`src/rtl/fetch_pkg.sv`:
```
// Shared definitions for the fetch front end.
//   - redirect-kind encodings driven by the execute stage
//   - opcode match constants used by the static branch predecoder
//   - instruction size in bytes
//   - predict_taken(): backward-taken / forward-not-taken predecode helper
package fetch_pkg;

   typedef enum logic [1:0] {
      REDIR_NONE = 2'b00,
      REDIR_REL  = 2'b01,
      REDIR_REG  = 2'b10
   } redir_kind_e;

   localparam logic [5:0] OP_B     = 6'b000101;
   localparam logic [7:0] OP_CBZ   = 8'b10110100;
   localparam logic [7:0] OP_CBNZ  = 8'b10110101;
   localparam logic [7:0] OP_BCOND = 8'b01010100;

   localparam int INSTR_BYTES = 4;

   // Unconditional B is always taken; conditional branches are taken only
   // when their imm19 is negative (a backward branch, typically a loop).
   function automatic logic predict_taken(input logic [31:0] instr);
      if (instr[31:26] == OP_B) begin
         return 1'b1;
      end
      if ((instr[31:24] == OP_CBZ) || (instr[31:24] == OP_CBNZ) ||
          (instr[31:24] == OP_BCOND)) begin
         return instr[23];
      end
      return 1'b0;
   endfunction

endpackage

```
`src/rtl/fetch_fifo.sv`:
```
// Circular buffer holding fetched {instr, pc, pred} entries.
// Ports:
//   clk, rst_n        clock, asynchronous active-low reset
//   push, wr_data     enqueue at the write pointer
//   pop               dequeue the head (ignored while empty)
//   flush             empty the queue; overrides push/pop
//   rd_data           head entry (raw storage, not gated by occupancy)
//   count             occupancy, 0..DEPTH
module fetch_fifo #(
   parameter int DEPTH   = 4,
   parameter int ENTRY_W = 97
) (
   input  logic                       clk,
   input  logic                       rst_n,
   input  logic                       push,
   input  logic                       pop,
   input  logic                       flush,
   input  logic [ENTRY_W-1:0]         wr_data,
   output logic [ENTRY_W-1:0]         rd_data,
   output logic [$clog2(DEPTH+1)-1:0] count
);

   localparam int CNT_W = $clog2(DEPTH+1);
   localparam int PTR_W = $clog2(DEPTH);

   logic [DEPTH-1:0][ENTRY_W-1:0] mem_q, mem_d;
   logic [PTR_W-1:0]              wr_ptr_q, wr_ptr_d;
   logic [PTR_W-1:0]              rd_ptr_q, rd_ptr_d;
   logic [CNT_W-1:0]              count_q, count_d;
   logic                          pop_eff, push_eff;

   assign pop_eff  = pop && (count_q != '0);
   assign push_eff = push && ((count_q < CNT_W'(DEPTH)) || pop_eff);

   always_comb begin
      mem_d    = mem_q;
      wr_ptr_d = wr_ptr_q;
      rd_ptr_d = rd_ptr_q;
      count_d  = count_q;
      if (flush) begin
         wr_ptr_d = '0;
         rd_ptr_d = '0;
         count_d  = '0;
      end else begin
         if (push_eff) begin
            mem_d[wr_ptr_q] = wr_data;
            // DEPTH is a power of two, so the pointer wraps by overflow.
            wr_ptr_d = wr_ptr_q + 1'b1;
         end
         if (pop_eff) begin
            rd_ptr_d = rd_ptr_q + 1'b1;
         end
         count_d = count_q + CNT_W'(push_eff) - CNT_W'(pop_eff);
      end
   end

   always_ff @(posedge clk or negedge rst_n) begin
      if (!rst_n) begin
         mem_q    <= '0;
         wr_ptr_q <= '0;
         rd_ptr_q <= '0;
         count_q  <= '0;
      end else begin
         mem_q    <= mem_d;
         wr_ptr_q <= wr_ptr_d;
         rd_ptr_q <= rd_ptr_d;
         count_q  <= count_d;
      end
   end

   assign rd_data = mem_q[rd_ptr_q];
   assign count   = count_q;

endmodule

```
`src/rtl/fetch_queue_unit.sv`:
```
// Fetch stage with PC ownership and a DEPTH-entry instruction queue to decode.
// Optional feature macro: FETCH_STATIC_PREDICT_EN (static B / backward-branch
// prediction at fetch time; when undefined, fetch is purely sequential).
// Ports:
//   clk, reset                 clock, asynchronous active-low reset
//   imem_addr / imem_instr     instruction memory (combinational read at PC)
//   redir_*, condAddr19/26     execute-stage redirect (flushes the queue)
//   fq_valid/fq_ready          head handshake to decode
//   fq_instr/fq_pc/fq_pred_taken  head contents, zero while fq_valid = 0
//   fq_count                   occupancy
// Requires ADDR_W >= 28 so the shifted imm26 fits.
module fetch_queue_unit
   import fetch_pkg::*;
#(
   parameter int               ADDR_W   = 64,
   parameter int               INSTR_W  = 32,
   parameter int               DEPTH    = 4,
   parameter logic [ADDR_W-1:0] RESET_PC = '0
) (
   input  logic                       clk,
   input  logic                       reset,
   output logic [ADDR_W-1:0]          imem_addr,
   input  logic [INSTR_W-1:0]         imem_instr,
   input  logic [1:0]                 redir_kind,
   input  logic                       redir_uncond,
   input  logic [ADDR_W-1:0]          redir_base_pc,
   input  logic [18:0]                condAddr19,
   input  logic [25:0]                condAddr26,
   input  logic [ADDR_W-1:0]          redir_reg_pc,
   output logic                       fq_valid,
   input  logic                       fq_ready,
   output logic [INSTR_W-1:0]         fq_instr,
   output logic [ADDR_W-1:0]          fq_pc,
   output logic                       fq_pred_taken,
   output logic [$clog2(DEPTH+1)-1:0] fq_count
);

   localparam int CNT_W   = $clog2(DEPTH+1);
   localparam int ENTRY_W = INSTR_W + ADDR_W + 1;

   logic [ADDR_W-1:0]  pc_q, pc_d;
   logic [ADDR_W-1:0]  off19, off26, rel_target, pred_target;
   logic               redir_rel, redir_reg, redirect;
   logic               pop, push, pred;
   logic [CNT_W-1:0]   count;
   logic [ENTRY_W-1:0] head;

   // Word offsets, sign-extended and scaled to bytes.
   assign off19 = {{(ADDR_W-21){condAddr19[18]}}, condAddr19, 2'b00};
   assign off26 = {{(ADDR_W-28){condAddr26[25]}}, condAddr26, 2'b00};

   // Kind 11 is reserved and behaves like no redirect.
   assign redir_rel  = (redir_kind == REDIR_REL);
   assign redir_reg  = (redir_kind == REDIR_REG);
   assign redirect   = redir_rel || redir_reg;
   assign rel_target = redir_base_pc + (redir_uncond ? off26 : off19);

   assign fq_valid = (count != '0);
   assign pop      = fq_valid && fq_ready;
   assign push     = !redirect && ((count < CNT_W'(DEPTH)) || pop);

`ifdef FETCH_STATIC_PREDICT_EN
   logic [ADDR_W-1:0] pre_off19, pre_off26;
   assign pre_off19   = {{(ADDR_W-21){imem_instr[23]}}, imem_instr[23:5], 2'b00};
   assign pre_off26   = {{(ADDR_W-28){imem_instr[25]}}, imem_instr[25:0], 2'b00};
   assign pred        = predict_taken(imem_instr[31:0]);
   assign pred_target = pc_q + ((imem_instr[31:26] == OP_B) ? pre_off26 : pre_off19);
`else
   assign pred        = 1'b0;
   assign pred_target = pc_q + ADDR_W'(INSTR_BYTES);
`endif

   always_comb begin
      pc_d = pc_q;
      if (redir_rel) begin
         pc_d = rel_target;
      end else if (redir_reg) begin
         pc_d = redir_reg_pc;
      end else if (push) begin
         pc_d = pred ? pred_target : pc_q + ADDR_W'(INSTR_BYTES);
      end
   end

   always_ff @(posedge clk or negedge reset) begin
      if (!reset) begin
         pc_q <= RESET_PC;
      end else begin
         pc_q <= pc_d;
      end
   end

   fetch_fifo #(
      .DEPTH   (DEPTH),
      .ENTRY_W (ENTRY_W)
   ) u_fifo (
      .clk     (clk),
      .rst_n   (reset),
      .push    (push),
      .pop     (pop && !redirect),
      .flush   (redirect),
      .wr_data ({imem_instr, pc_q, pred}),
      .rd_data (head),
      .count   (count)
   );

   assign imem_addr = pc_q;
   assign fq_count  = count;

   // Stale storage behind the head is masked so the outputs read zero when empty.
   assign fq_instr      = fq_valid ? head[ENTRY_W-1 -: INSTR_W] : '0;
   assign fq_pc         = fq_valid ? head[ADDR_W:1]             : '0;
   assign fq_pred_taken = fq_valid ? head[0]                    : 1'b0;

endmodule

```
`config.mk`:
```
export PLATFORM = sky130hd
export DESIGN_NAME = fetch_queue_unit
export DESIGN_NICKNAME = d
export VERILOG_FILES = /design/src/rtl/fetch_pkg.sv /design/src/rtl/fetch_fifo.sv /design/src/rtl/fetch_queue_unit.sv
export SDC_FILE = /design/constraint.sdc
export NUM_CORES = 1
export LEC_CHECK = 0
export CORE_MARGIN = 3
export CORE_UTILIZATION = 56
export DETAILED_ROUTE_END_ITERATION = 16
export PLACE_DENSITY = 0.82
export SETUP_SLACK_MARGIN = 0.2
export SYNTH_ARGS = -nofsm -noshare
export SYNTH_HDL_FRONTEND = slang
export SYNTH_SLANG_ARGS = --single-unit
```
`constraint.sdc`:
```
create_clock -name clk -period 3.4 [get_ports clk]
set_input_delay 0.34 -clock clk [delete_from_list [all_inputs] [get_ports clk]]
set_output_delay 0.34 -clock clk [all_outputs]
set_load 0.05 [all_outputs]
```
==> reports/qor.yml <==
outcome: "finished, final reports clean"
drive_above_1_share_pct: 32.71
seq_area_frac_synth_pct: 43.41
die_area_sq_um: 49480
cp_slowest_cell: "clkdlybuf4s50_1"
layout_common_cells: "dfrtp_1, mux2_2, clkdlybuf4s50_1"
die_w_um: 222.4
ys_seq_elements: 455
crit_fanout: 32
area_delta_synth_final_pct: 30.80
antenna_found_initial: 1
io_pins: 376
vias: 21540
multi_input_area_sq_um: 14430
path_delay_family: "buffers and inverters"
maxSlewViolCount: 0
synth_flop_cell: "dfrtp_1"
cts_max_level: 2
start_util_pct: 57.19
final_common_cell: "dfrtp_1"
crit_required_ns: 3.06
yosysWarnings: 0
clock-sinks: 455
slew_headroom_pct: 42.85
period_minus_slack_ns: 3.143
netlist_area_sq_um: 26230
drtIter0Drc: 1759
endpoint_kind: "output port"
critPathArrivalTime_ns: 2.80
maxCapViolations: 0
crit_type: "reg -> out"
power.leakage_nw: 15.30
fmax_mhz: 318.2
p_per_area_nw_per_um2: 880.4
finalWeightedCongestion: 0.9318
worst_pin_slew_ns: 0.8495
n_antenna_cell: 0
io_buffers: 374
grt_pass1_vias: 22240
fillers: 2959
clkSlewWorstSetupHoldPaths_ns: 0.06
wl_per_cell_um: 23.25
core_area_sq_um: 45870
cts_tree: "built"
crit_chain: "or3_4 > buf_4 > and2_1 > clkdlybuf4s50_1"
fin_crit_sh_pct: 92.44
reg2reg_to: "imem_addr[61]"
pwr-share-clk_pct: 16.4
synth_top_area_cell: "dfrtp_1"
hold_class: "in -> async"
synthArstFlopShare_pct: 100.0
cts_buffers: 45
synth_edf_count: 0
grt_start_max_net_pins: 97
setup_viol: 0
row_count: 78
switching_share_pct: 41.48
yosys-top-cells-area: "dfrtp_1, mux2_2, mux4_2"
synth_top_area_share_pct: 43.41
fin_ws_ns: 0.2570
drtPass1Iterations: 5
grt_pass1_wl_um: 126700
ir_worst_vdd_mv: 1.079
power_frac_seq_pct: 31.7
ys_types: 81
dp_cells: 3404
clkLatencyLatePin_ns: 0.57
synth.avg_cell_area_sq_um: 11.24
layoutNonFillerInstCount: 3504
comb_power_share_pct: 52.0
syn_nets: 2616
nNetsFinal: 3152
p_int_mw: 17.68
fin_skew_ns: 0.02283
grtUsageTotal_pct: 32.16
cts_buffer_depth: 3
reg2reg_from: "imem_addr[16]"
seq_area_sq_um: 11390
finalWirelength_um: 81460
antenna_left: 0
rsz0062_at_grt: "true"
root_buffer: "clkbuf_16"
switching_power_mw: 12.53
dp_hpwl_um: 59210
route.detailed.drc: 0
worstRegToRegCells: 11
place_ws_ns: -0.9858
grt_overflow: 0
max_stage_delay_ns: 0.82
startpoint_type: "flip-flop"
syn_inst: 2333
die-height_um: 222.4
regToRegSetupSlack_ns: 0.40
via_per_inst: 6.147
crit_buf_inv: 2
timing.final.hold_violations: 0
[repair_timing]
item | CTS | global route
endpoints found under the setup margin | 115 | 40
hold endpoints to repair | 72 | 0
hold buffers | 1 | 0
buffers inserted | 11 | 6
pin swaps | 19 | 17
resized for setup | 81 | 47
[power by group through the flow]
| stage | logic (mW) | registers (mW) | clock network (mW) |
|---|---|---|---|
| after floorplan | 9.96 | 9.71 | 0 |
| after global placement | 15.4 | 9.26 | 0 |
| after detailed placement | 15.7 | 9.57 | 0 |
| after CTS | 15.7 | 9.49 | 5.01 |
| after global routing | 16.5 | 9.79 | 5.21 |
| final | 15.7 | 9.56 | 4.95 |
[through the flow]
step | instance area, sq um | total power, mW | util, % | setup TNS, ns | hold WS, ns
after global placement | 32420 | 24.65 | 70.68 | -22.13 | 0.3652
after CTS | 34100 | 30.21 | 74.33 | 0 | 0.3910
final | 34310 | 30.21 | 74.80 | 0 | 0.3714
after global routing | 34310 | 31.50 | 74.80 | 0 | 0.4332
after floorplan | 26330 | 19.67 | - | 0 | 0.04441
after detailed placement | 32420 | 25.31 | 70.68 | -25.09 | 0.3876
[cells in the mapped netlist (15+ instances only)]
| library cell | count |
|---|---|
| dfrtp_1 | 455 |
| mux2_2 | 398 |
| nand2_1 | 176 |
| a21oi_1 | 142 |
| clkbuf_1 | 111 |
| and2_1 | 110 |
| nor2_1 | 110 |
| o21ai_0 | 103 |
| mux4_2 | 96 |
| ha_1 | 70 |
| xnor2_1 | 51 |
| buf_1 | 50 |
| nand3_1 | 48 |
| xor2_1 | 39 |
| a21o_1 | 31 |
| inv_1 | 26 |
| nand4_1 | 23 |
| nor3_1 | 21 |
| and3_1 | 19 |
| a31oi_1 | 15 |
| mux2i_1 | 15 |
| o21ai_1 | 15 |
[flip-flops by register name, summed over array words and instances, names as in the netlist]
name and flops:
u_fifo.mem_q 384, u_fifo.count 3, imem_addr 64, u_fifo.rd_ptr_q 2
u_fifo.wr_ptr_q 2
[how the worst max path moves through the flow]
stage | start | endpoint | cells after the start
floorplan | redir_uncond | imem_addr[62] | 16
global placement | redir_uncond | imem_addr[62] | 14
detailed placement | redir_uncond | imem_addr[54] | 14
CTS | u_fifo.rd_ptr_q[0] | fq_pc[60] | 4
global route | u_fifo.count[1] | fq_pc[13] | 4
finish | u_fifo.count[1] | fq_pc[13] | 4
[logic make-up after synthesis]
| logic type | count (synthesis) | share of synthesized area, % |
|---|---|---|
| and+or+nand+nor | 577 | 10.99 |
| buffers and inverters | 205 | 3.081 |
| other | 1 | 0.01430 |
| xor gates and xnor gates | 90 | 3.005 |
| DFF | 455 | 43.41 |
| AOI/OAI and AO/OA | 424 | 10.11 |
| adders and majority gates | 72 | 3.492 |
| muxes | 509 | 25.90 |
[metal layers]
metal	GRT usage [%]	wire length, um
met1	45.54	34510
met2	50.71	37950
met3	5.443	5923
met4	11.18	3081
met5	0	0
[worst reg2reg max path, delay by kind of cell, from the launching register on]
kind	cells	cell delay, ns
AND/OR/NAND/NOR	7	1.61
flip-flops	1	0.58
AO/OA/AOI/OAI	2	0.32
XOR/XNOR	1	0.19
buffers and inverters	1	0.18
[cell type report]
type / count / share of cell area, %
Timing Repair Buffer: 667 / 18.02
Tap cell: 600 / 2.188
Sequential cell: 455 / 33.21
Inverter: 27 / 0.2954
Multi-Input combinational cell: 1673 / 42.04
Clock buffer: 62 / 3.672
Clock inverter: 20 / 0.5725
Note: power is estimated with default switching activity, not from simulation.
